**src/rtl/vga_pattern_sequencer.sv**
```systemverilog
// Test-pattern sequencer for the 6-bit VGA path: four selectable patterns, frame-aligned stepping,
// run/pause control, one-cycle registered pixel with matching sync delay. Optional macro: VGA_BORDER_EN.
module vga_pattern_sequencer #(
  parameter int HOLD_FRAMES     = 60,
  parameter int H_ACTIVE        = 640,
  parameter int V_ACTIVE        = 480,
  parameter int SYNC_ACTIVE_LOW = 1
) (
  input  logic       clk,
  input  logic       resetn,
  input  logic [9:0] x_px,
  input  logic [9:0] y_px,
  input  logic       activevideo,
  input  logic       hsync_in,
  input  logic       vsync_in,
  input  logic       btn_next,
  input  logic       btn_pause,
  output logic [5:0] rgb,
  output logic       hsync_out,
  output logic       vsync_out,
  output logic [1:0] pattern_idx,
  output logic       paused
);

  localparam int              HW        = $clog2(HOLD_FRAMES) + 1;
  localparam logic [HW-1:0]   HOLD_LAST = HW'(HOLD_FRAMES - 1);
  localparam logic            SYNC_IDLE = (SYNC_ACTIVE_LOW != 0);
  localparam logic [9:0]      X_END     = 10'(H_ACTIVE);
  localparam logic [9:0]      Y_END     = 10'(V_ACTIVE);

  typedef enum logic {S_RUN, S_PAUSE} state_t;

  state_t        r_state;
  state_t        w_state_next;
  logic          r_btn_next_d;
  logic          r_btn_pause_d;
  logic          r_pending;
  logic [HW-1:0] r_hold;
  logic [7:0]    r_anim;
  logic [1:0]    r_idx;
  logic [5:0]    r_rgb;
  logic          r_hs;
  logic          r_vs;

  logic          w_frame;
  logic          w_next_edge;
  logic          w_pause_edge;
  logic          w_visible;
  logic          w_border;
  logic [5:0]    w_pat;
  logic [5:0]    w_pix;

  // The delayed vsync doubles as the previous-sample register for frame detection.
  assign w_frame      = (vsync_in ^ SYNC_IDLE) & ~(r_vs ^ SYNC_IDLE);
  assign w_next_edge  = btn_next & ~r_btn_next_d;
  assign w_pause_edge = btn_pause & ~r_btn_pause_d;

  always_ff @(posedge clk or negedge resetn) begin
    if (!resetn) r_state <= S_RUN;
    else         r_state <= w_state_next;
  end

  always_comb begin
    w_state_next = r_state;
    if (w_pause_edge) w_state_next = (r_state == S_RUN) ? S_PAUSE : S_RUN;
  end

  always_ff @(posedge clk or negedge resetn) begin
    if (!resetn) begin
      r_btn_next_d  <= 1'b0;
      r_btn_pause_d <= 1'b0;
      r_pending     <= 1'b0;
      r_hold        <= '0;
      r_anim        <= 8'd0;
      r_idx         <= 2'd0;
    end else begin
      r_btn_next_d  <= btn_next;
      r_btn_pause_d <= btn_pause;
      if (w_frame) begin
        r_pending <= 1'b0;
        if (r_state == S_RUN) r_anim <= r_anim + 8'd1;
        // A pending step and an auto-advance landing together still move by one.
        if (r_pending) begin
          r_idx  <= r_idx + 2'd1;
          r_hold <= '0;
        end else if (r_state == S_RUN) begin
          if (r_hold == HOLD_LAST) begin
            r_hold <= '0;
            r_idx  <= r_idx + 2'd1;
          end else begin
            r_hold <= r_hold + HW'(1);
          end
        end
      end else if (w_next_edge) begin
        r_pending <= 1'b1;
      end
    end
  end

  always_comb begin
    w_pat = 6'd0;
    case (r_idx)
      2'd0:    w_pat = {y_px > 10'd300, y_px > 10'd150, x_px > 10'd400, x_px > 10'd200, 2'b00};
      2'd1:    w_pat = {{2{x_px[8]}}, {2{x_px[7]}}, {2{x_px[6]}}};
      2'd2:    w_pat = (x_px[5] ^ y_px[5]) ? 6'h3F : 6'h00;
      default: w_pat = {y_px[7:6], x_px[7:6], r_anim[7:6]};
    endcase
  end

  // Guards against a sync generator flagging activevideo outside the configured raster.
  assign w_visible = activevideo & (x_px < X_END) & (y_px < Y_END);

`ifdef VGA_BORDER_EN
  assign w_border = (x_px == 10'd0) | (x_px == X_END - 10'd1) |
                    (y_px == 10'd0) | (y_px == Y_END - 10'd1);
`else
  assign w_border = 1'b0;
`endif

  assign w_pix = w_border ? 6'h3F : w_pat;

  always_ff @(posedge clk or negedge resetn) begin
    if (!resetn) begin
      r_rgb <= 6'd0;
      r_hs  <= SYNC_IDLE;
      r_vs  <= SYNC_IDLE;
    end else begin
      r_rgb <= w_visible ? w_pix : 6'd0;
      r_hs  <= hsync_in;
      r_vs  <= vsync_in;
    end
  end

  assign rgb         = r_rgb;
  assign hsync_out   = r_hs;
  assign vsync_out   = r_vs;
  assign pattern_idx = r_idx;
  assign paused      = (r_state == S_PAUSE);

endmodule

```
**config.mk**
```make
export PLATFORM = sky130hd
export DESIGN_NAME = vga_pattern_sequencer
export DESIGN_NICKNAME = d
export VERILOG_FILES = /design/src/rtl/vga_pattern_sequencer.sv
export SDC_FILE = /design/constraint.sdc
export NUM_CORES = 1
export LEC_CHECK = 0
export BUFFER_PORTS_ARGS = -buffer_cell sky130_fd_sc_hd__buf_4
export CELL_PAD_IN_SITES_DETAIL_PLACEMENT = 0
export CELL_PAD_IN_SITES_GLOBAL_PLACEMENT = 1
export CORE_AREA = 5 5 65 67
export CTS_CLUSTER_SIZE = 10
export DETAILED_ROUTE_END_ITERATION = 8
export DIE_AREA = 0 0 70 72
export GPL_ROUTABILITY_DRIVEN = 0
export PLACE_DENSITY_LB_ADDON = 0.1
export REMOVE_ABC_BUFFERS = 1
export SLEW_MARGIN = 20
export SYNTH_ARGS = -nofsm -noshare
export SYNTH_HDL_FRONTEND = slang
export SYNTH_SLANG_ARGS = --single-unit
export TNS_END_PERCENT = 5
```
**constraint.sdc**
```tcl
create_clock -name clk -period 3.75 [get_ports clk]
set_clock_uncertainty 0.15 [all_clocks]
set_input_delay 0.75 -clock clk [delete_from_list [all_inputs] [get_ports clk]]
set_output_delay 0.75 -clock clk [all_outputs]
set_load 0.02 [all_outputs]
```
==> results of run 1 <==
## cell usage after synthesis (all sizes together) (3+ instances only)
| library cell | number | area, um2 |
|---|---|---|
| nor3 | 4 | 20.0 |
| nand2b | 3 | 18.8 |
| nand3 | 6 | 30.0 |
| a21oi | 3 | 15.0 |
| dfrtp | 27 | 676 |
| nor2 | 5 | 18.8 |
| inv | 6 | 22.5 |
| and3 | 3 | 18.8 |
| nand2 | 8 | 30.0 |
| o21a | 3 | 22.5 |
| xnor2 | 11 | 96.3 |
| nand4 | 4 | 25.0 |
| o21ai | 6 | 30.0 |
| xor2 | 3 | 26.3 |
| ha | 6 | 75.1 |
## flip-flops by register name, summed over array words and instances (netlist names)
register	count
vsync_out	1
r_btn_pause_d	1
paused	1
r_hold	7
hsync_out	1
r_pending	1
r_btn_next_d	1
pattern_idx	2
r_anim	8
rgb	6
## cell families after synthesis
kind of cell             count (synthesis)
flip-flops                              29
XOR/XNOR                                14
multiplexers                             3
adder cells (fa/ha/maj)                  6
buffers and inverters                    7
AND/OR/NAND/NOR                         46
AO/OA/AOI/OAI                           28
## routing by layer
layer  GRT usage  up-vias
li1            -      575
met1       0.147      548
met2       0.217       23
met3      0.0596        5
met4      0.0532        0
met5           0        -
## how the worst max path moves through the flow
stage | to | from | slack (ps)
after floorplan | pattern_idx[1]$_DFFE_PN0P_ | vsync_in | 1590
after global placement | pattern_idx[1]$_DFFE_PN0P_ | vsync_in | 1390
after detailed placement | pattern_idx[1]$_DFFE_PN0P_ | vsync_in | 1360
after CTS | pattern_idx[1]$_DFFE_PN0P_ | vsync_in | 1720
after global routing | pattern_idx[1]$_DFFE_PN0P_ | vsync_in | 1660
final | pattern_idx[1]$_DFFE_PN0P_ | vsync_in | 1700
## through the flow
stage	utilization	std cells	hold slack (ps)	area [um2]
3_5_place_dp	0.504	217	311	1800
3_3_place_gp	0.504	217	307	1800
5_1_grt	0.525	225	173	1880
4_1_cts	0.525	225	169	1880
6_report	0.525	225	175	1880
2_1_floorplan	-	132	289	1470
## area by class of cell
class | instances | area [um2]
multi-input combinational | 97 | 714
clock buffer | 6 | 41.3
tap | 48 | 60.1
clock inverter | 2 | 35.0
inverter | 6 | 22.5
fill | 329 | 1700
sequential | 29 | 728
timing repair buffer | 37 | 278
## where the power goes
group          total [mW]  internal (mW)  leakage, nW  switching, mW
clock network       0.244          0.140       0.0422          0.104
registers           0.446          0.379        0.374         0.0660
logic               0.327          0.153        0.440          0.174
==> impl_metrics.json, run 1 <==
{
  "status": "completed",
  "hold_viol_final": 0,
  "slowest_delay_ps": 380,
  "worstPathArrival_ps": 2110,
  "maxCapViolCount": 0,
  "cts-resized-gates": 0,
  "dieArea_um2": 5040,
  "tns_ps": 0,
  "startpoint_type": "primary input",
  "syn_area_per_cell_um2": 11.0,
  "grt_util_all_layers": 0.131,
  "dr_wl_met2_um": 1480,
  "num_antenna_cells": 0,
  "grt_pass1_wl_um": 5110,
  "ys_ff_latch": 29,
  "mostFrequentLayoutCell": "buf_4",
  "critPathMaxFanout": 8,
  "path_class": "primary input to register",
  "wl_per_cell_um": 12.9,
  "highest_layer": "met4",
  "seq_area_frac_synth": 0.496,
  "die-height_um": 72,
  "synth_edf_count": 0,
  "synth_compound_area_frac": 0.147,
  "setup_viol_count_final": 0,
  "wl_um": 2910,
  "first_iter_violations": 53,
  "leakage_nw": 0.856,
  "grt_start_max_net_pins": 30,
  "grt_pass1_vias": 1161,
  "ant_nets": 0,
  "cts_setup_buffers": 0,
  "vias_per_cell": 5.12,
  "hpwl_um": 2290,
  "synth_top_family_by_area": "simple AND/OR/NAND/NOR gates",
  "postSynthCellCount": 133,
  "start_util": 0.410,
  "cpMaxStageDelayCell": "or2_2",
  "m1WireLength_um": 1230,
  "critical_path.top_delay_family": "simple AND/OR/NAND/NOR gates",
  "synth-simple-area-share": 0.183,
  "max_freq_mhz": 487,
  "worst-path-buf-inv": 1,
  "path_cells": "buf_4 -> nand2b_1 -> or2_2 -> o21ba_4 -> mux2_2",
  "cts_max_path_buffers": 2,
  "rr_startpoint": "vsync_out$_DFF_PN1_",
  "cts_tree": "built",
  "cts_made_buffers": 5,
  "h-tree-depth": 2,
  "ir_drop_mv": 0.235,
  "min-delay-path-class": "primary input to async pin",
  "cp.depth": 5,
  "ctsHoldBuffers": 0,
  "report.final.slew_viol_count": 0,
  "setup_slack_ps": 1700,
  "cts.sinks": 29,
  "r2r-end": "pattern_idx[1]$_DFFE_PN0P_",
  "critical_path_required_ps": 3810,
  "synth_fa_ha_area_frac": 0.0511,
  "post-route-min-period_ps": 2050,
  "finalPower_mw": 1.02,
  "coreArea_um2": 3580,
  "antenna_found_initial": 0,
  "first_pass_iters": 4,
  "vias": 1151,
  "num_rows": 22,
  "ios": 38,
  "synth_xor_area_frac": 0.0835,
  "root_buffer": "clkbuf_4",
  "ys_types": 43,
  "wl_met3_um": 155,
  "place_ws_ps": 1360,
  "most-common-layout-cells": "buf_4 (37), dfrtp_1 (27), xnor2_1 (11)",
  "synthMuxAreaShare": 0.0221,
  "clkSlewWorstSetupHoldPaths_ps": 100,
  "worst_pin_slew_ps": 438,
  "dominantRegCellSynth": "dfrtp_1",
  "drc": 0,
  "drive_gt1_frac": 0.311,
  "rsz0062_at_grt": "false",
  "areaGrowthSynthToFinish_pct": 27.9,
  "end_kind": "register",
  "rr_worst_depth": 4,
  "regToRegSetupSlack_ps": 1780,
  "min_period_over_period": 0.547,
  "p_per_area_nw_per_um2": 541,
  "async_flop_share": 1.00,
  "port_buffers": 37,
  "maxSlewHeadroom": 0.704,
  "syn-cell-area_um2": 1470,
  "grt_overflow": 0,
  "die_w_um": 70,
  "clock_latency_ps": 330,
  "yosysWarningCount": 0,
  "fin_nets": 209
}
No activity file was read; power rests on OpenSTA's default activity.
==> run 2: changes to the inputs <==
ABC_AREA = 1   (was unset)
CORE_AREA = 5 5 73 75   (was 5 5 65 67)
DIE_AREA = 0 0 78 80   (was 0 0 70 72)
clock period = 1.9 ns   (was 3.75 ns; I/O delays follow)
==> run 2 against run 1 <==
- die area grew 24%
- sequential cell count is the same
- global-route usage fell by 0.30 points
- core utilization is 6.0 points lower
- critical path depth grew 2
- final cell count grew 41%
- clock power rose to 2.8 times the previous value
- wire length is 27% higher
- critical endpoint is now r_hold[2]$_DFFE_PN0P_
==> impl_metrics.json, run 2 <==
{
  "status": "completed",
  "grt_start_max_net_pins": 30,
  "start_util": 0.365,
  "first_iter_violations": 71,
  "drive_gt1_frac": 0.212,
  "maxSlewHeadroom": 0.748,
  "cts.sinks": 29,
  "syn_area_per_cell_um2": 7.67,
  "ys_top_cells_by_area": "dfrtp_1 (40%), nand2_1 (13%), inv_1 (7.6%)",
  "p_comb_frac": 0.310,
  "ant_nets": 0,
  "startpoint_type": "register",
  "hpwl_um": 2780,
  "holdWs_ps": 54.2,
  "most-common-layout-cells": "nand2_1 (58), buf_4 (37), inv_1 (34)",
  "p_clk_frac": 0.305,
  "cts_max_path_buffers": 2,
  "root_buffer": "clkbuf_8",
  "syn-cell-area_um2": 1680,
  "grt_pass1_wl_um": 6440,
  "dominantRegCellSynth": "dfrtp_1",
  "drc": 0,
  "intPower_mw": 1.44,
  "ir_drop_mv": 0.639,
  "die_w_um": 78,
  "ios": 38,
  "h-tree-depth": 2,
  "async_flop_share": 1.00,
  "worst_pin_slew_ps": 378,
  "end_kind": "register",
  "seq_area_frac_synth": 0.433,
  "hold_viol_final": 0,
  "p_sw_frac": 0.347,
  "tns_ps": 0,
  "maxCapViolCount": 0,
  "synthMostInstantiatedCell": "nand2_1",
  "leakage_nw": 1.17,
  "setup_slack_ps": 342,
  "multiInputGateArea_um2": 810,
  "ys_top_cells_by_count": "nand2_1 (58), inv_1 (34), dfrtp_1 (27), nor2_1 (25), nand3_1 (15)",
  "critPathMaxFanout": 11,
  "regArea_um2": 728,
  "ys_ff_latch": 29,
  "fin_nets": 296,
  "cts_tree": "built",
  "max_freq_mhz": 642,
  "mostFrequentLayoutCell": "nand2_1",
  "clock_latency_ps": 280,
  "post-route-min-period_ps": 1560,
  "vias": 1518,
  "largest_reg_flops": 8,
  "antenna_found_initial": 0,
  "yosysTopAreaCellShare": 0.402,
  "rsz0062_at_grt": "false",
  "wl_um": 3690,
  "setup_viol_count_final": 0,
  "die-height_um": 80,
  "grt_pass1_vias": 1429,
  "vias_per_cell": 4.77,
  "grt_util_all_layers": 0.128,
  "num_rows": 25,
  "fillers": 457,
  "coreArea_um2": 4600,
  "grt_overflow": 0,
  "min-delay-path-class": "primary input to register",
  "postSynthCellCount": 219,
  "report.final.slew_viol_count": 0,
  "power_switching_uw": 766,
  "ys_types": 25,
  "seqPwrFrac": 0.385,
  "port_buffers": 37,
  "largest-register": "r_anim",
  "first_pass_iters": 4,
  "synth_edf_count": 0,
  "yosysWarningCount": 0,
  "num_antenna_cells": 0,
  "worstPathArrival_ps": 1580,
  "place_ws_ps": 334,
  "p_per_area_nw_per_um2": 1030,
  "clkSlewWorstSetupHoldPaths_ps": 70,
  "dieArea_um2": 6240,
  "yosysTopAreaCell": "dfrtp_1",
  "min_period_over_period": 0.820,
  "cts_made_buffers": 5,
  "areaGrowthSynthToFinish_pct": 27.4,
  "critical_path_required_ps": 1920,
  "path_class": "register to register",
  "wl_per_cell_um": 11.6
}
## run 2: layout make-up
type,count,share of cell area
Clock inverter,1,0.0140
Tap cell,54,0.0316
Sequential cell,29,0.340
Timing Repair Buffer,38,0.134
Clock buffer,7,0.0403
Inverter,35,0.0614
Multi-Input combinational cell,154,0.378
## run 2: metrics by stage
step | instance area (um2) | util | total power, mW | instances
floorplan | 1670 | - | 1.30 | 218
detailed placement | 2010 | 0.438 | 1.55 | 309
CTS | 2140 | 0.466 | 2.25 | 318
global route | 2140 | 0.466 | 2.38 | 318
global placement | 2010 | 0.438 | 1.55 | 309
finish | 2140 | 0.466 | 2.21 | 318
## run 2: final timing paths
check / startpoint / cells after the start / end / slack [ps]
setup / recovery: vsync_out$_DFF_PN1_ / 7 / r_hold[2]$_DFFE_PN0P_ / 340
max in group asynchronous: resetn / 2 / hsync_out$_DFF_PN1_ / 860
hold / removal: hsync_in / 1 / hsync_out$_DFF_PN1_ / 50
hold reg to reg: r_btn_next_d$_DFF_PN0_ / 3 / r_pending$_DFFE_PN0P_ / 350
setup reg to reg: vsync_out$_DFF_PN1_ / 7 / r_hold[2]$_DFFE_PN0P_ / 340
min in group asynchronous: resetn / 2 / r_hold[3]$_DFFE_PN0P_ / 420
## run 2: kinds of logic after synthesis
logic type,Yosys count,synth area share
AOI/OAI and AO/OA,21,0.0767
xor gates and xnor gates,8,0.0417
adders and majority gates,6,0.0447
buffers and inverters,36,0.0849
DFF,29,0.433
and+or+nand+nor,119,0.319
## run 2: power groups by stage
| stage | registers [mW] | logic [mW] | clock network, mW |
|---|---|---|---|
| floorplan | 0.903 | 0.393 | 0 |
| global placement | 0.857 | 0.696 | 0 |
| detailed placement | 0.862 | 0.692 | 0 |
| CTS | 0.851 | 0.697 | 0.697 |
| global route | 0.870 | 0.782 | 0.730 |
| finish | 0.850 | 0.684 | 0.675 |
## run 2: repair_timing
| item | in CTS | in global routing |
|---|---|---|
| gates resized for setup | 0 | 0 |
| hold buffers | 1 | 0 |
| hold endpoints to repair | 27 | 0 |
| buffers inserted | 0 | 0 |
## run 2: layer usage
| metal | up-vias | GRT usage | routed length [um] | part of all wire |
|---|---|---|---|---|
| li1 | 786 | - | - | - |
| met1 | 695 | 0.161 | 1680 | 0.46 |
| met2 | 30 | 0.195 | 1690 | 0.46 |
| met3 | 7 | 0.0542 | 267 | 0.072 |
| met4 | 0 | 0.0456 | 46 | 0.012 |
| met5 | - | 0 | 0 | 0 |
## run 2: worst max-delay path, stage by stage, from the launching register on
cell     delay (ps)
dfstp_2         530
inv_1            50
nor2_4          140
nand2_4         110
nand2_2         200
nand2_1          90
xor2_1          130
nor2_1           50
==> run 3: changes to the inputs <==
ABC_AREA = 0   (was 1)
CORE_AREA = 5 5 67 69   (was 5 5 73 75)
DIE_AREA = 0 0 72 74   (was 0 0 78 80)
clock period = 1.58 ns   (was 1.9 ns; I/O delays follow)
==> run 3 against run 2 <==
- the flow now finishes with violations (setup timing)
- hold slack better by 58 ps
- sequential cell count stayed put
- core utilization increased by 11 points
- first-iteration DRC count increased by 45%
- fmax fell by 7.5%
- sequential power grew 21%
- critical endpoint is now pattern_idx[1]$_DFFE_PN0P_
- critical path type unchanged
- combinational power up 49%
- wire length shrank 7.8%
==> impl_metrics.json, run 3 (synthesis gave the netlist of run 1 again) <==
{
  "status": "complete, but fails checks",
  "violations": "setup timing",
  "die-height_um": 74,
  "startpoint_type": "register",
  "min_from": "vsync_in",
  "rr_startpoint": "r_hold[4]$_DFFE_PN0P_",
  "h-tree-depth": 2,
  "coreArea_um2": 3860,
  "num_rows": 23,
  "p_sw_frac": 0.340,
  "setup_slack_ps": -106,
  "worst_pin_slew_ps": 361,
  "slowest_delay_ps": 360,
  "critPathMaxFanout": 2,
  "grt_pass1_wl_um": 5470,
  "min_period_over_period": 1.07,
  "max_freq_mhz": 593,
  "critical_path_required_ps": 1590,
  "vias": 1278,
  "clock_latency_ps": 280,
  "end_kind": "register",
  "grt_overflow": 0,
  "rsz0062_at_grt": "true",
  "grt_start_max_net_pins": 30,
  "ir_drop_mv": 0.685,
  "intPower_mw": 1.73,
  "ant_nets": 0,
  "root_buffer": "clkbuf_8",
  "fin_nets": 242,
  "leakage_nw": 1.02,
  "worst-path-buf-inv": 1,
  "hold_viol_final": 0,
  "path_class": "register to register",
  "port_buffers": 37,
  "grt_pass1_vias": 1249,
  "first_iter_violations": 103,
  "maxSlewHeadroom": 0.756,
  "final_util": 0.574,
  "clkSlewWorstSetupHoldPaths_ps": 60,
  "r2r-end": "pattern_idx[1]$_DFFE_PN0P_",
  "p_clk_frac": 0.219,
  "maxCapViolCount": 0,
  "worstPathArrival_ps": 1700,
  "dp_cells": 242,
  "cts_tree": "built",
  "min-delay-path-class": "primary input to register",
  "drive_gt1_frac": 0.429,
  "ios": 38,
  "tns_ps": -126,
  "most-common-layout-cells": "buf_4 (66), dfrtp_1 (27), xnor2_1 (11)",
  "setup_viol_count_final": 2,
  "holdWs_ps": 113,
  "antenna_found_initial": 0,
  "regToRegSetupSlack_ps": -110,
  "cts.sinks": 29,
  "cpMaxStageDelayCell": "dfrtp_1",
  "layoutNonFillerInstCount": 260,
  "wl_per_cell_um": 13.1,
  "first_pass_iters": 4,
  "post-route-min-period_ps": 1690,
  "vias_per_cell": 4.92,
  "hpwl_um": 2570,
  "critical_path.top_delay_family": "simple AND/OR/NAND/NOR gates",
  "power_switching_uw": 893,
  "hold-path-cell-count": 2,
  "rr_worst_depth": 5,
  "min_to": "vsync_out$_DFF_PN1_",
  "mostFrequentLayoutCell": "buf_4",
  "met3_usage": 0.0500,
  "num_antenna_cells": 0,
  "largest_reg_flops": 8,
  "start_util": 0.381,
  "seqPwrFrac": 0.394,
  "largest-register": "r_anim",
  "grtUsageMet1": 0.159,
  "grt_util_all_layers": 0.135,
  "p_comb_frac": 0.387,
  "dieArea_um2": 5330,
  "p_per_area_nw_per_um2": 1190,
  "cts_made_buffers": 5,
  "use_met2": 0.232,
  "cts_max_path_buffers": 2,
  "drc": 0,
  "die_w_um": 72,
  "top_usage_layer": "met2",
  "path_cells": "and3_4 -> nor4bb_4 -> buf_4 -> o21ba_4 -> mux2_4",
  "report.final.slew_viol_count": 0,
  "wl_um": 3400,
  "areaGrowthSynthToFinish_pct": 50.6
}
[run 3: routing by layer]
layer	vias up	wire [um]
li1	644	-
met1	610	1500
met2	17	1730
met3	7	135
met4	0	39
met5	-	0
[run 3: power by group through the flow]
stage | Combinational, mW | Clock (mW) | Sequential (mW)
floorplan | 0.424 | 0 | 1.12
global placement | 0.919 | 0 | 1.03
detailed placement | 0.944 | 0 | 1.04
CTS | 0.975 | 0.593 | 1.03
global route | 1.12 | 0.630 | 1.06
finish | 1.02 | 0.573 | 1.03
[run 3: timing repair]
item                                   4_1_cts  5_1_grt
endpoints found under the hold margin       30        0
pin swaps                                    3        5
hold buffers                                 4        0
setup endpoints to repair                    4       13
resized for setup                            6        8
setup buffers                                1        5
[run 3: area by class of cell]
cell class,instances,area (um2)
Tap cell,50,62.6
Inverter,6,22.5
Sequential cell,29,728
Multi-Input combinational cell,97,783
Clock buffer,8,80.1
Timing Repair Buffer,70,536
Fill cell,348,1640
[run 3: per-stage QoR]
| step | worst slack, ps | area (um2) | power [mW] |
|---|---|---|---|
| after floorplan | -348 | 1470 | 1.54 |
| after global placement | -278 | 1980 | 1.95 |
| after detailed placement | -285 | 1980 | 1.98 |
| after CTS | -99.9 | 2130 | 2.60 |
| after global routing | -165 | 2210 | 2.80 |
| final | -106 | 2210 | 2.62 |
[run 3: worst register-to-register path: cells and delay by family, from the launching register on]
family                 cells  cell delay, ps
multiplexers               1             290
AND/OR/NAND/NOR            2             480
AO/OA/AOI/OAI              1             140
buffers and inverters      1             160
flip-flops                 1             360
[run 3: worst max-delay path by stage]
stage	start	end	slack [ps]	depth (start not counted)
2_1_floorplan	vsync_out$_DFF_PN1_	pattern_idx[1]$_DFFE_PN0P_	-350	4
6_report	r_hold[4]$_DFFE_PN0P_	pattern_idx[1]$_DFFE_PN0P_	-110	5
3_3_place_gp	x_px[1]	rgb[3]$_DFF_PN0_	-280	5
4_1_cts	r_hold[0]$_DFFE_PN0P_	pattern_idx[1]$_DFFE_PN0P_	-100	5
3_5_place_dp	x_px[1]	rgb[3]$_DFF_PN0_	-280	5
5_1_grt	r_hold[5]$_DFFE_PN0P_	pattern_idx[1]$_DFFE_PN0P_	-160	5
